$ cat config.mk
export PLATFORM = sky130hd
export DESIGN_NAME = array_prod
export DESIGN_NICKNAME = d
export VERILOG_FILES = /design/src/rtl/array_prod.sv
export SDC_FILE = /design/constraint.sdc
export NUM_CORES = 1
export LEC_CHECK = 0
export ABC_AREA = 1
export CORE_ASPECT_RATIO = 1.1
export CORE_MARGIN = 4
export CORE_UTILIZATION = 62
export CTS_CLUSTER_SIZE = 40
export DETAILED_ROUTE_END_ITERATION = 16
export PLACE_DENSITY = 0.9
export REMOVE_ABC_BUFFERS = 1
export SLEW_MARGIN = 20
export SYNTH_ARGS = -nofsm -noshare
export SYNTH_HDL_FRONTEND = slang
export SYNTH_SLANG_ARGS = --single-unit
export TNS_END_PERCENT = 10
$ cat constraint.sdc
create_clock -name clock -period 14 [get_ports clock]
set_clock_uncertainty 0.2 [all_clocks]
set_input_delay 2.8 -clock clock [delete_from_list [all_inputs] [get_ports clock]]
set_output_delay 2.8 -clock clock [all_outputs]
set_load 0.01 [all_outputs]
$ cat src/rtl/array_prod.sv
// array_prod: serial fixed-point dot product of two packed signed vectors.
//
// One multiply-accumulate per clock over ARRAY_SZ elements. The full
// 2*BITWIDTH products are summed without rounding into a wide accumulator.
// One extra edge then floors the sum back to Q(QN.QM), saturates it and
// registers it. The result then holds until the next reset.
//
// Ports:
//   array1    in  ARRAY_SZ*BITWIDTH  packed signed vector, element i = [i*BITWIDTH +: BITWIDTH]
//   array2    in  ARRAY_SZ*BITWIDTH  second packed signed vector, same packing
//   clock     in  1                  rising-edge clock for all state
//   reset     in  1                  synchronous active-high clear; low = compute
//   dataReady out 1                  high once outputVal holds the finished result
//   outputVal out BITWIDTH           signed Q(QN.QM) saturated dot product
module array_prod #(
  parameter int ARRAY_SZ = 8,
  parameter int QN       = 6,
  parameter int QM       = 11,
  parameter int BITWIDTH = QN + QM + 1
) (
  input  logic [ARRAY_SZ*BITWIDTH-1:0] array1,
  input  logic [ARRAY_SZ*BITWIDTH-1:0] array2,
  input  logic                         clock,
  input  logic                         reset,
  output logic                         dataReady,
  output logic [BITWIDTH-1:0]          outputVal
);

  localparam int IDXW = $clog2(ARRAY_SZ);
  localparam int PRDW = 2 * BITWIDTH;
  localparam int ACCW = PRDW + IDXW;

  // Saturation bounds, sign-extended to the accumulator width.
  localparam logic signed [ACCW-1:0] MAX_V = {{(ACCW-BITWIDTH+1){1'b0}}, {(BITWIDTH-1){1'b1}}};
  localparam logic signed [ACCW-1:0] MIN_V = {{(ACCW-BITWIDTH+1){1'b1}}, {(BITWIDTH-1){1'b0}}};

  typedef enum logic [0:0] {
    MAC  = 1'b0,
    DONE = 1'b1
  } state_t;

  state_t                    state_r;
  state_t                    state_next_s;
  logic [IDXW-1:0]           idx_r;
  logic                      last_r;      // every element has been accumulated
  logic signed [ACCW-1:0]    acc_r;
  logic                      mac_en_s;
  logic                      load_s;
  logic signed [BITWIDTH-1:0] elem1_s;
  logic signed [BITWIDTH-1:0] elem2_s;
  logic signed [PRDW-1:0]    prod_s;
  logic signed [ACCW-1:0]    shifted_s;

  // Clamps a floored accumulator value to the representable output range.
  function automatic logic [BITWIDTH-1:0] saturate(input logic signed [ACCW-1:0] v);
    logic [BITWIDTH-1:0] r;
    if (v > MAX_V) begin
      r = MAX_V[BITWIDTH-1:0];
    end else if (v < MIN_V) begin
      r = MIN_V[BITWIDTH-1:0];
    end else begin
      r = v[BITWIDTH-1:0];
    end
    return r;
  endfunction

  // Element select and the single multiplier.
  always_comb begin
    elem1_s   = array1[idx_r*BITWIDTH +: BITWIDTH];
    elem2_s   = array2[idx_r*BITWIDTH +: BITWIDTH];
    prod_s    = elem1_s * elem2_s;
    shifted_s = acc_r >>> QM;
  end

  // State register.
  always_ff @(posedge clock) begin
    if (reset) begin
      state_r <= MAC;
    end else begin
      state_r <= state_next_s;
    end
  end

  // Next-state logic: leave MAC on the finalisation edge, stay in DONE.
  always_comb begin
    state_next_s = state_r;
    case (state_r)
      MAC: begin
        if (last_r) begin
          state_next_s = DONE;
        end else begin
          state_next_s = MAC;
        end
      end
      DONE:    state_next_s = DONE;
      default: state_next_s = MAC;
    endcase
  end

  // Datapath controls decoded from the state.
  always_comb begin
    mac_en_s = 1'b0;
    load_s   = 1'b0;
    case (state_r)
      MAC: begin
        if (last_r) begin
          load_s = 1'b1;
        end else begin
          mac_en_s = 1'b1;
        end
      end
      DONE: begin
        mac_en_s = 1'b0;
        load_s   = 1'b0;
      end
      default: begin
        mac_en_s = 1'b0;
        load_s   = 1'b0;
      end
    endcase
  end

  // Accumulator, index and registered outputs.
  always_ff @(posedge clock) begin
    if (reset) begin
      idx_r     <= '0;
      last_r    <= 1'b0;
      acc_r     <= '0;
      dataReady <= 1'b0;
      outputVal <= '0;
    end else begin
      if (mac_en_s) begin
        acc_r <= acc_r + {{IDXW{prod_s[PRDW-1]}}, prod_s};
        idx_r <= idx_r + IDXW'(1);
        if (idx_r == IDXW'(ARRAY_SZ - 1)) begin
          last_r <= 1'b1;
        end else begin
          last_r <= last_r;
        end
      end else begin
        acc_r <= acc_r;
        idx_r <= idx_r;
      end
      if (load_s) begin
        outputVal <= saturate(shifted_s);
        dataReady <= 1'b1;
      end else begin
        outputVal <= outputVal;
        dataReady <= dataReady;
      end
    end
  end

endmodule

==> Word-level counts from Yosys, hierarchy flattened <==
Index checks and enable logic that the tools add are counted.
{ "totals": {"inputBits": 290, "mem_count": 0, "out_inout_bits": 19, "mem_bits_rw": 0, "latchBits": 0, "rom_bits": 0, "register_bits": 63} }
{ "op_classes": {"n_lt_le_gt_ge": 2, "n_eq_ne": 1, "n_reduce_logical": 1, "bitwise_logic": 1, "mux": 7, "div_mod_pow": 0, "shift": 2, "multipliers": 2, "n_addsub": 2} }
{ "ops": {"columns": ["cell", "n"], "rows": [
  ["indexed part select 144 x 9 -> 18 bit", 2],
  ["adder 39 bit", 1],
  ["multiplier 18 x 18 -> 36 bit", 1],
  ["2-to-1 mux 18 bit", 2],
  ["> comparator 28 x 18 -> 1 bit, second input constant", 1],
  ["< comparator 28 x 18 -> 1 bit, second input constant", 1],
  ["multiplier 3 x 4 -> 7 bit, second input constant", 1],
  ["case mux 1 bit (2 select lines)", 3],
  ["adder 3 x 1 -> 3 bit, second input constant", 1],
  ["equality test 3 bit, second input constant", 1],
  ["2-to-1 mux 1 bit", 2],
  ["AND reduction 2 bit", 1],
  ["inverter 1 bit", 1]
]} }

==> Longest topological paths before layout <==
{ "logic_depth": {"word_depth": 4, "ltp_mapped": 50, "depth_no_buf": 46} }

==> Worst setup path after synthesis <==
Ideal clock, no wire load.
{ "synth_path": {"path_kind": "input to register", "from": "input array1[89]", "to": "register acc_r[36]", "path_buffers": 0, "stages": 37, "setup_ns": 0.116, "arrival_time_ns": 9.589, "setup_slack_ns": 4.095, "cell_sequence": "nor2_1 > o32ai_2 > inv_2 > o21ai_4 > inv_4 > nor2_4 > inv_2 > fa_1 > inv_1 > fa_1 > ha_1 > inv_1 > fa_1 > inv_1 > fa_1 > inv_1 > fa_1 > inv_1 > ha_1 > nand2_1 > nor2_1 > a211o_1 > a21oi_1 > nand2_1 > xor2_1 > ha_1 > nand2_1 > nor2_1 > inv_1 > nor2_1 > inv_1 > nor3_1 > nand4_1 > nand4_1 > nand3_1 > o211ai_1 > inv_1"} }
{ "synth_via": {"elab_chain_len": 3} }
{ "synth_rtl": {"columns": ["item", "line", "source"], "rows": [
  ["start, declared", "21", "input logic [ARRAY_SZ*BITWIDTH-1:0] array1,"],
  ["indexed part select 144 x 9 -> 18 bit", "69", "elem1_s = array1[idx_r*BITWIDTH +: BITWIDTH];"],
  ["multiplier 18 x 18 -> 36 bit", "71", "prod_s = elem1_s * elem2_s;"],
  ["adder 39 bit", "133", "acc_r <= acc_r + {{IDXW{prod_s[PRDW-1]}}, prod_s};"],
  ["end signal, assigned", "133", null],
  ["end signal, assigned", "141", "acc_r <= acc_r;"],
  ["end, declared", "46", "logic signed [ACCW-1:0] acc_r;"]
]} }
Every way passes these cells.
A chain may end at the register's enable or synchronous reset.

==> Worst setup path in the final report <==
{ "layout_path": {"from": "input array1[79]", "to": "register acc_r[29]"} }
Same word-level chain as after synthesis.

==> results.toml <==
[cts]
cts-root-buf = "clkbuf_16"
cts.sinks = 63
insertion_delay_ps = 340
cts_made_buffers = 9
clk_pin_slew_ps = 60
post_cts_resized = 0
cts_setup_buffers = 0
cts_htree_levels = 3
cts_buffer_depth = 2
cts_hold_buf = 0
cts_tree = "done"

[synth]
synth_area_um2 = 19900
synth_common_cells = "inv_1, nor2_1, nand2_1"
yosysMostFrequentCell = "inv_1"
synth_top_area_share_pct = 33.2
yosys-top-cells-area = "fa_1, inv_1, nor2_1"
synth_top_area_cell = "fa_1"
async_flop_share_pct = 0
synth-seq-cells = 63
synth_cells = 2806
ys_types = 49
ys_warn_count = 0
synthFlopType = "dfxtp_1"
synth-edff-count = 0
seq_area_frac_synth_pct = 6.33
avgSynthCellArea_um2 = 7.10

[drt]
wl_per_cell_um = 19.5
drc_errors = 0
dr.pass1.iters = 6
drt_iter0_markers = 1680
wirelength_um = 67700
vias = 20000
via_per_inst = 5.76
ant_nets = 0

[sta]
maxSlewHeadroom_pct = 29.6
fin_crit_sh_pct = 85.3
min_period_ps = 11950
tns_ps = 0
slew_viol_final = 0
worst_slew_pin_slew_ps = 1050
hold_violations = 0
rsz0062_at_grt = "false"
setup_viol = 0
fmax_ghz = 0.0837

[floorplanning]
die_area_um2 = 35100
core_um2 = 31600
start_util_pct = 63.1
die_w_um = 179
io-pin-count = 309
num_rows = 68
fp.dieH_um = 196

[final_layout]
final_util_pct = 74.1
area_growth_pct = 17.5
finish.net_count = 3802
drive_gt1_share_pct = 3.77

[job]
drv_cap = 0

[status]
outcome = "finished clean"

[worst_setup_path]
critPathCaptureType = "flop"
path_class = "in -> reg"
startpoint_type = "input pin"
crit_arrival_ps = 11980
critPathMaxFanout = 11
crit_top_cell = "inv_1"
cp.required_ps = 14040
max_stage_delay_ps = 560
slowest_stage = "o21ai_2"

[global_routing]
grt-ovfl-total = 0
antenna_found_initial = 4
grt_pass1_vias = 20700
grt_pass1_wl_um = 107000
track_usage_pct = 38.6
grt_max_degree = 91

[place]
port-buffer-count = 308
gp_congestion = 1.04
dp_hpwl_um = 57100

[min_path]
hp-class = "reg -> reg"
path summary, 6_finish.rpt:
check / start / endpoint / slack (ps) / cells past startpoint
min reg2reg: outputVal[17] / outputVal[17] / 270 / 2
min: outputVal[17] / outputVal[17] / 270 / 2
max reg2reg: idx_r[0] / acc_r[29] / 3270 / 39
max: array1[79] / acc_r[29] / 2050 / 37
final cells by class:
cell class              count  area, um2
fillers                  2558       8160
clock buffers              10        239
diodes                      3       7.51
clock inverters             6       42.5
repair buffers            327       3230
flip-flops and latches     63       1270
inverters                 609       2310
multi-input cells        2038      15800
well taps                 420        526
flip-flops by register name (all words and copies together) (netlist names):
| name | count |
|---|---|
| acc_r | 39 |
| outputVal | 18 |
| idx_r | 3 |
| dataReady | 1 |
| last_r | 1 |
| state_r | 1 |
placed cells by master (no fill, tap or decap), types with 3 or more instances in the layout:
master and count:
inv_2 22, ha_1 134, nor2_4 7, nand3_1 63
o21ai_2 18, clkinv_2 3, a22o_1 3, inv_1 578
o21bai_1 12, inv_4 9, nand2_1 476, o21ai_1 11
dfxtp_1 61, a21oi_1 100, o32ai_1 70, o21ai_0 145
nor3_1 13, xor2_1 23, fa_1 330, buf_4 19
clkdlybuf4s50_1 308, a21o_1 13, xnor2_1 17, o211ai_1 7
nor2_1 533, o21ai_4 13, a31oi_1 10, nand4_1 14
diode_2 3, clkbuf_16 9
critical path: cells and delay by family:
kind,cells,cell delay [ps]
AND/OR/NAND/NOR,12,1680
buffers and inverters,10,1330
adder cells (fa/ha/maj),8,3740
AO/OA/AOI/OAI,6,2180
XOR/XNOR,1,260
stage by stage:
stage	hold WS, ps	instance area, um2	std cells	worst slack (ps)
2_1_floorplan	235	19300	2710	3160
3_3_place_gp	247	23100	3457	1660
3_5_place_dp	257	23100	3457	1520
4_1_cts	273	23400	3473	1840
5_1_grt	298	23400	3476	1520
6_report	274	23400	3476	2050
cells by family (layout without fill, tap and decap cells):
logic type	Yosys count	count (layout)	share of synthesized area (%)
AND/OR/NAND/NOR	1118	1118	22.1
other	0	3	0
XOR/XNOR	40	40	1.76
adder cells (fa/ha/maj)	464	464	41.6
AO/OA/AOI/OAI	416	416	13.7
flip-flops	63	63	6.33
buffers and inverters	705	952	14.5
routing by layer:
layer	wire [um]	share of wire, %	vias up	global-route usage, %
met4	4020	5.9	2	20.0
li1	-	-	9103	-
met1	24200	36	9571	45.0
met2	33100	49	1071	66.9
met5	10	0.015	-	0
met3	6440	9.5	260	7.52
Power is not shown: default switching activity piles up to over one toggle a cycle in this logic, so the estimate is an artifact.
